===== src/rtl/add_pipe_rca.sv =====
// add_pipe_rca: pipelined ripple-carry adder, WIDTH bits split into CHUNK-bit
// slices with one slice resolved per register stage. A valid/ready handshake
// on both sides uses a single global advance enable; bubbles are not removed.
// Optional feature macro: ADD_PIPE_OVF_EN adds the signed-overflow output ovf.
module add_pipe_rca #(
    parameter int WIDTH = 16,
    parameter int CHUNK = 4
) (
    input  logic             clk,
    input  logic             rst,
    input  logic             in_valid,
    output logic             in_ready,
    input  logic [WIDTH-1:0] a,
    input  logic [WIDTH-1:0] b,
    input  logic             c_in,
    output logic             out_valid,
    input  logic             out_ready,
    output logic [WIDTH-1:0] sum,
    output logic             c_out
`ifdef ADD_PIPE_OVF_EN
    ,
    output logic             ovf
`endif
);
    localparam int STAGES = WIDTH / CHUNK;

    logic [STAGES-1:0] vld_q, vld_d;
    logic [STAGES-1:0] cy_q, cy_d;
    logic [WIDTH-1:0]  sum_q [STAGES];
    logic [WIDTH-1:0]  sum_d [STAGES];
    logic [WIDTH-1:0]  opa_q [STAGES];
    logic [WIDTH-1:0]  opa_d [STAGES];
    logic [WIDTH-1:0]  opb_q [STAGES];
    logic [WIDTH-1:0]  opb_d [STAGES];

    // Predecessor view of every stage: stage 0 sees the input port.
    logic [STAGES-1:0] pre_v;
    logic [STAGES-1:0] pre_c;
    logic [WIDTH-1:0]  pre_a [STAGES];
    logic [WIDTH-1:0]  pre_b [STAGES];
    logic [WIDTH-1:0]  pre_s [STAGES];

    logic [WIDTH-1:0]  work_s;
    logic              rc;
    logic              adv;
`ifdef ADD_PIPE_OVF_EN
    logic              msb_cin;
    logic              ovf_q, ovf_d;
`endif

    // Select each stage's source: input port for stage 0, previous stage otherwise.
    always_comb begin
        pre_v[0] = in_valid;
        pre_c[0] = c_in;
        pre_a[0] = a;
        pre_b[0] = b;
        pre_s[0] = '0;
        for (int k = 1; k < STAGES; k++) begin
            pre_v[k] = vld_q[k-1];
            pre_c[k] = cy_q[k-1];
            pre_a[k] = opa_q[k-1];
            pre_b[k] = opb_q[k-1];
            pre_s[k] = sum_q[k-1];
        end
    end

    // Resolve one slice per stage with a bit-level full-adder ripple; load on adv.
    always_comb begin
        adv    = !vld_q[STAGES-1] || out_ready;
        vld_d  = vld_q;
        cy_d   = cy_q;
        work_s = '0;
        rc     = 1'b0;
`ifdef ADD_PIPE_OVF_EN
        msb_cin = 1'b0;
        ovf_d   = ovf_q;
`endif
        for (int k = 0; k < STAGES; k++) begin
            sum_d[k] = sum_q[k];
            opa_d[k] = opa_q[k];
            opb_d[k] = opb_q[k];
            work_s   = pre_s[k];
            rc       = pre_c[k];
            for (int i = 0; i < CHUNK; i++) begin
`ifdef ADD_PIPE_OVF_EN
                if (k * CHUNK + i == WIDTH - 1) msb_cin = rc;
`endif
                work_s[k*CHUNK+i] = pre_a[k][k*CHUNK+i] ^ pre_b[k][k*CHUNK+i] ^ rc;
                rc = (pre_a[k][k*CHUNK+i] & pre_b[k][k*CHUNK+i]) |
                     (rc & (pre_a[k][k*CHUNK+i] ^ pre_b[k][k*CHUNK+i]));
            end
            if (adv) begin
                vld_d[k] = pre_v[k];
                cy_d[k]  = rc;
                sum_d[k] = work_s;
                opa_d[k] = pre_a[k];
                opb_d[k] = pre_b[k];
`ifdef ADD_PIPE_OVF_EN
                // The carry into the MSB is only known once the last slice is resolved.
                if (k == STAGES - 1) ovf_d = msb_cin ^ rc;
`endif
            end
        end
    end

    // Stage registers; reset discards every in-flight transaction.
    always_ff @(posedge clk or posedge rst) begin
        if (rst) begin
            vld_q <= '0;
            cy_q  <= '0;
            for (int k = 0; k < STAGES; k++) begin
                sum_q[k] <= '0;
                opa_q[k] <= '0;
                opb_q[k] <= '0;
            end
`ifdef ADD_PIPE_OVF_EN
            ovf_q <= 1'b0;
`endif
        end else begin
            vld_q <= vld_d;
            cy_q  <= cy_d;
            for (int k = 0; k < STAGES; k++) begin
                sum_q[k] <= sum_d[k];
                opa_q[k] <= opa_d[k];
                opb_q[k] <= opb_d[k];
            end
`ifdef ADD_PIPE_OVF_EN
            ovf_q <= ovf_d;
`endif
        end
    end

    assign in_ready  = adv;
    assign out_valid = vld_q[STAGES-1];
    assign sum       = sum_q[STAGES-1];
    assign c_out     = cy_q[STAGES-1];
`ifdef ADD_PIPE_OVF_EN
    assign ovf       = ovf_q;
`endif

endmodule


===== config.mk =====
export PLATFORM = sky130hd
export DESIGN_NAME = add_pipe_rca
export DESIGN_NICKNAME = d
export VERILOG_FILES = /design/src/rtl/add_pipe_rca.sv
export SDC_FILE = /design/constraint.sdc
export NUM_CORES = 1
export LEC_CHECK = 0
export CAP_MARGIN = 20
export CORE_MARGIN = 2
export CORE_UTILIZATION = 55
export DETAILED_ROUTE_END_ITERATION = 8
export GPL_TIMING_DRIVEN = 0
export PLACE_DENSITY = 0.87
export SYNTH_ARGS = -nofsm -noshare
export SYNTH_HDL_FRONTEND = slang
export SYNTH_SLANG_ARGS = --single-unit

===== constraint.sdc =====
create_clock -name clk -period 6.4 [get_ports clk]
set_input_delay 0.64 -clock clk [delete_from_list [all_inputs] [get_ports clk]]
set_output_delay 0.64 -clock clk [all_outputs]
set_load 0.005 [all_outputs]

==> results of run 1 <==
final cells by class:
type	count	area [um^2]
inverter	29	111.4
sequential	96	2402
timing repair buffer	56	578.1
clock buffer	11	131.4
clock inverter	5	57.56
multi-input combinational	123	1495
tap	99	123.9
buffer	13	87.58
fill	487	2227
power groups by stage:
stage               clock, mW  combinational [mW]  sequential [mW]
floorplan                   0               0.569            0.993
global placement            0               0.809             1.02
detailed placement          0               0.857             1.03
CTS                     0.387               0.859             1.03
global route            0.408               0.933             1.06
finish                  0.377               0.843             1.02
final timing paths:
check	slack [ns]	from	cells past startpoint	endpoint
setup / recovery	3.26	out_ready	6	in_ready
hold / removal	0.47	vld_q[2]	1	vld_q[3]
setup reg to reg	4.20	cy_q[2]	8	sum[15]
hold reg to reg	0.47	vld_q[2]	1	vld_q[3]
max in group asynchronous	5.07	rst	3	pre_s[9]
min in group asynchronous	0.69	rst	2	opb_q[53]
per-layer routing:
metal | vias up | wire [um] | part of all wire, %
li1 | 997 | - | -
met1 | 1138 | 3116 | 45
met2 | 42 | 3442 | 49
met3 | 15 | 242 | 3.5
met4 | 0 | 189 | 2.7
met5 | - | 0 | 0
flip-flops by register name, indices dropped and copies added (netlist names):
register,flops
cy_q,4
pre_s,24
opb_q,24
sum,16
vld_q,4
opa_q,24
layout by cell type, fill, tap and decap left out, types with 2 or more instances in the layout:
cell type / n
dfrtp_1: 96
mux2_2: 63
clkinv_2: 2
clkinv_4: 2
mux2_4: 20
inv_1: 28
clkdlybuf4s50_1: 55
mux2i_1: 2
clkbuf_1: 4
buf_6: 4
nor3b_1: 10
buf_2: 7
fa_1: 16
a21oi_1: 10
clkbuf_8: 9
stage by stage:
| step | cell area (um^2) | util, % | power [mW] | hold WS (ns) | cells |
|---|---|---|---|---|---|
| final | 4987 | 69.13 | 2.244 | 0.4709 | 432 |
| after global routing | 4987 | 69.13 | 2.400 | 0.5130 | 432 |
| after CTS | 4987 | 69.13 | 2.272 | 0.4713 | 432 |
| after detailed placement | 4798 | 66.51 | 1.891 | 0.4572 | 416 |
| after global placement | 4768 | 66.09 | 1.830 | 0.4474 | 415 |
| after floorplan | 4094 | - | 1.562 | 0.4305 | 261 |
kinds of logic (layout without fill, tap and decap cells):
family,Yosys count,in the layout,share of synthesized area [%]
buffers and inverters,42,114,4.798
muxes,85,85,25.15
AOI/OAI and AO/OA,10,10,1.223
and+or+nand+nor,12,12,2.323
adders and majority gates,16,16,7.824
DFF,96,96,58.68
==> flow_summary.toml, run 1 <==
[run_status]
run_status = "completed"

[global_routing]
antenna_found_initial = 0
grt_max_degree = 51
grt_pass1_wl_mm = 12.04
use_met3_pct = 3.422
grtUsageMet1_pct = 25.82
grt_pass1_vias = 2405
use_met2_pct = 31.20
grt.overflow.total = 0
track_usage_pct = 19.51
grt-busiest-layer = "met2"

[detailed_routing]
firstDrtPassIters = 4
wl_per_cell_um = 16.18
final_antenna_net_count = 0
vias_per_cell = 5.074
first_iter_violations = 99
vias = 2192
routed_wirelength_mm = 6.991
drc_errors = 0

[clock_tree]
cts_tree = "built"
cts-resized-gates = 0
cts.sinks = 96
htree_levels = 3
cts_max_path_buffers = 2
cts_setup_buffers = 0
clockRootBuffer = "clkbuf_8"
numCtsBuffers = 9
clk_pin_slew_worst_paths_ns = 0.09
hold_buffers = 0
clk_latency_ns = 0.36

[floorplanning]
num_rows = 31
io_pins = 56
chipWidth_um = 90.28
start_util_pct = 56.75
die_h_um = 90.28
die-area_um2 = 8150
core-area_um2 = 7214

[setup_path]
crit_chain = "clkdlybuf4s50_1 -> nand2b_4 -> buf_6 -> buf_2 -> buf_2 -> clkdlybuf4s50_1"
slowest_stage = "clkdlybuf4s50_1"
worstPathMaxFanout = 10
end_kind = "primary output"
worstSetupPathType = "input pin to primary output"
cp.required_ns = 5.76
worstPathArrival_ns = 2.50
path_buf_inv = 5
critPathMaxStageDelay_ns = 0.55
startpoint_type = "input pin"
crit_family = "buffers and inverters"

[power]
p_clk_share_pct = 16.8
ir_drop_mv = 0.1835
combPwrFrac_pct = 37.6
p_sw_uw = 665.5
sw_frac_of_total_pct = 29.66
seqPwrFrac_pct = 45.6
internal_power_mw = 1.578
powerDensity_nw_per_um2 = 449.9
cellLeakagePower_nw = 2.236

[synthesis]
synth-edff-count = 0
synth_top_flop_cell = "dfrtp_1"
synth_area_um2 = 4094
synth.distinct_cells = 13
ys_warn_count = 0
netlist.area_leader.share_pct = 58.68
syn-instance-count = 261
yosysSeqAreaShare_pct = 58.68
synth_most_common_cell = "dfrtp_1"
yosys-top-cells-count = "96 x dfrtp_1, 63 x mux2_2, 29 x inv_1"
synth_nets = 314
syn_area_per_cell_um2 = 15.69
yosys.area.top_type = "dfrtp_1"
synth_top_cells_by_area = "dfrtp_1 59%, mux2_2 17%, fa_1 7.8%"
synthArstFlopShare_pct = 100.0
ys_ff_latch = 96

[sta]
tightest_slew_ns = 0.5907
maxSlewHeadroom_pct = 60.62
fmax_mhz = 318.2
finalCriticalPeriod_ns = 3.143
finClkSkew_ns = 0.01236
rsz0062_at_grt = "false"
maxSlewViolCount = 0
fin_crit_sh_pct = 49.11
final_hold_viol_count = 0
fin_ws_ns = 3.257
finalSetupTns_ns = 0
setup_viol = 0

[placed_design]
port_buffers = 55
dp_slack_ns = 3.283
place_congestion = 0.7297
dp_hpwl_mm = 4.961

[layout]
syn2layout_area_growth_pct = 21.82
antennaDiodeCount = 0
nNetsFinal = 381
drive_gt1_share_pct = 33.33

[min_path]
hold_class = "flip-flop to flip-flop"

[run]
max-cap-violations = 0
Power figures use the tool's default switching activity.
==> run 2, diff against run 1 <==
- CORE_UTILIZATION: 55 -> 49
- PLACE_DENSITY: 0.87 -> 0.82
- clock period: 6.4 -> 2.6 ns (I/O delays scaled with it)
==> flow_summary.toml, run 2 (synthesis results as in run 1) <==
[run_status]
run_status = "completed"

[setup_path]
end_kind = "primary output"
critPathMaxStageDelay_ns = 0.55
slowest_stage = "clkdlybuf4s50_1"
cp.required_ns = 2.34
crit_chain = "clkdlybuf4s50_1 -> nand2b_4 -> buf_6 -> buf_2 -> buf_2 -> clkdlybuf4s50_1"
reg2reg_to = "sum[15]"
startpoint_type = "input pin"
worstPathMaxFanout = 10
rr_startpoint = "cy_q[2]"
ff2ff_path_depth = 8
worstPathArrival_ns = 2.15
reg2reg_slack_ns = 0.36
worstSetupPathType = "input pin to primary output"

[clock_tree]
htree_levels = 3
cts-resized-gates = 0
cts_setup_buffers = 0
hold_buffers = 0
clk_latency_ns = 0.36
numCtsBuffers = 9
cts.sinks = 96
cts_tree = "built"
clk_pin_slew_worst_paths_ns = 0.09
clockRootBuffer = "clkbuf_8"
cts_max_path_buffers = 2

[detailed_routing]
firstDrtPassIters = 4
first_iter_violations = 86
drc_errors = 0
vias_per_cell = 4.982
final_antenna_net_count = 0
vias = 2182
wl_per_cell_um = 16.29
routed_wirelength_mm = 7.133

[sta]
finalSetupTns_ns = 0
finalCriticalPeriod_ns = 2.411
fmax_mhz = 414.8
tightest_slew_ns = 0.5545
maxSlewHeadroom_pct = 63.03
finClkSkew_ns = 0.01189
final_hold_viol_count = 0
setup_viol = 0
fin_crit_sh_pct = 92.71
rsz0062_at_grt = "false"
maxSlewViolCount = 0

[placed_design]
port_buffers = 55
place_congestion = 0.7211
dp_hpwl_mm = 5.073

[min_path]
hold_class = "input pin to async pin"

[floorplanning]
io_pins = 56
core-area_um2 = 8175
die_h_um = 95.41
chipWidth_um = 95.41
die-area_um2 = 9102
start_util_pct = 50.08
num_rows = 33

[power]
cellLeakagePower_nw = 2.243
ir_drop_mv = 0.4669
powerDensity_nw_per_um2 = 1116

[global_routing]
grt_pass1_wl_mm = 11.94
grt_pass1_vias = 2394
grt_max_degree = 46
antenna_found_initial = 0
track_usage_pct = 17.82
grt.overflow.total = 0

[run]
max-cap-violations = 0

[layout]
nNetsFinal = 382
antennaDiodeCount = 0
finish.utilization_pct = 61.48
syn2layout_area_growth_pct = 22.77
drive_gt1_share_pct = 33.63
mostFrequentLayoutCell = "dfrtp_1"
mostFrequentLayoutCells = "96 x dfrtp_1, 63 x mux2_2, 55 x clkdlybuf4s50_1, 28 x inv_1, 20 x mux2_4"
==> run 2: cell types whose count changed in the layout (fill, tap and decap cells not counted), sizes merged <==
cell,change
clkinv,-4
clkbuf,+2
clkinvlp,+2
buf,+1
inv,-1
==> run 2: report_power, final <==
group          internal, mW  leakage (nW)  switching [mW]
Sequential             2.14          1.11           0.371
Combinational          1.30          1.03           0.802
Clock                 0.519         0.102           0.477
Total                  3.96          2.24            1.65
==> run 2: area by class of cell <==
cell class	instances	area (um^2)
Buffer	13	87.58
Clock buffer	13	168.9
Clock inverter	2	37.54
Fill cell	615	3149
Inverter	29	112.6
Multi-Input combinational cell	123	1495
Sequential cell	96	2402
Tap cell	105	131.4
Timing Repair Buffer	57	590.6
==> run 2: worst max path at each step <==
| stage | endpoint | slack [ns] | from |
|---|---|---|---|
| 2_1_floorplan | sum[15] | 0.57 | cy_q[2] |
| 3_3_place_gp | in_ready | 0.23 | out_ready |
| 3_5_place_dp | pre_s[35] | 0.14 | c_in |
| 4_1_cts | in_ready | 0.18 | out_ready |
| 5_1_grt | in_ready | 0.07 | out_ready |
| 6_report | in_ready | 0.19 | out_ready |
==> run 2: metal layers <==
layer / track usage [%] / up-vias / wire [um]
met5: 0 / - / 0
met4: 8.214 / 0 / 147
met3: 3.004 / 10 / 240
met2: 29.23 / 39 / 3565
met1: 23.40 / 1135 / 3179
li1: - / 998 / -
==> run 2: per-stage QoR <==
| stage | total power, mW | instance area, um^2 | hold WS (ns) | std cells | setup slack, ns |
|---|---|---|---|---|---|
| 6_report | 5.611 | 5026 | 0.2314 | 438 | 0.1895 |
| 5_1_grt | 5.990 | 5026 | 0.2829 | 438 | 0.07450 |
| 4_1_cts | 5.667 | 5026 | 0.2403 | 438 | 0.1841 |
| 3_5_place_dp | 4.669 | 4820 | 0.4592 | 423 | 0.1409 |
| 3_3_place_gp | 4.515 | 4780 | 0.4456 | 421 | 0.2254 |
| 2_1_floorplan | 3.846 | 4098 | 0.4080 | 261 | 0.5684 |
==> run 2: critical path, delay by kind of cell <==
family	cells	cell delay [ns]
buffers and inverters	5	1.74
and+or+nand+nor	1	0.15
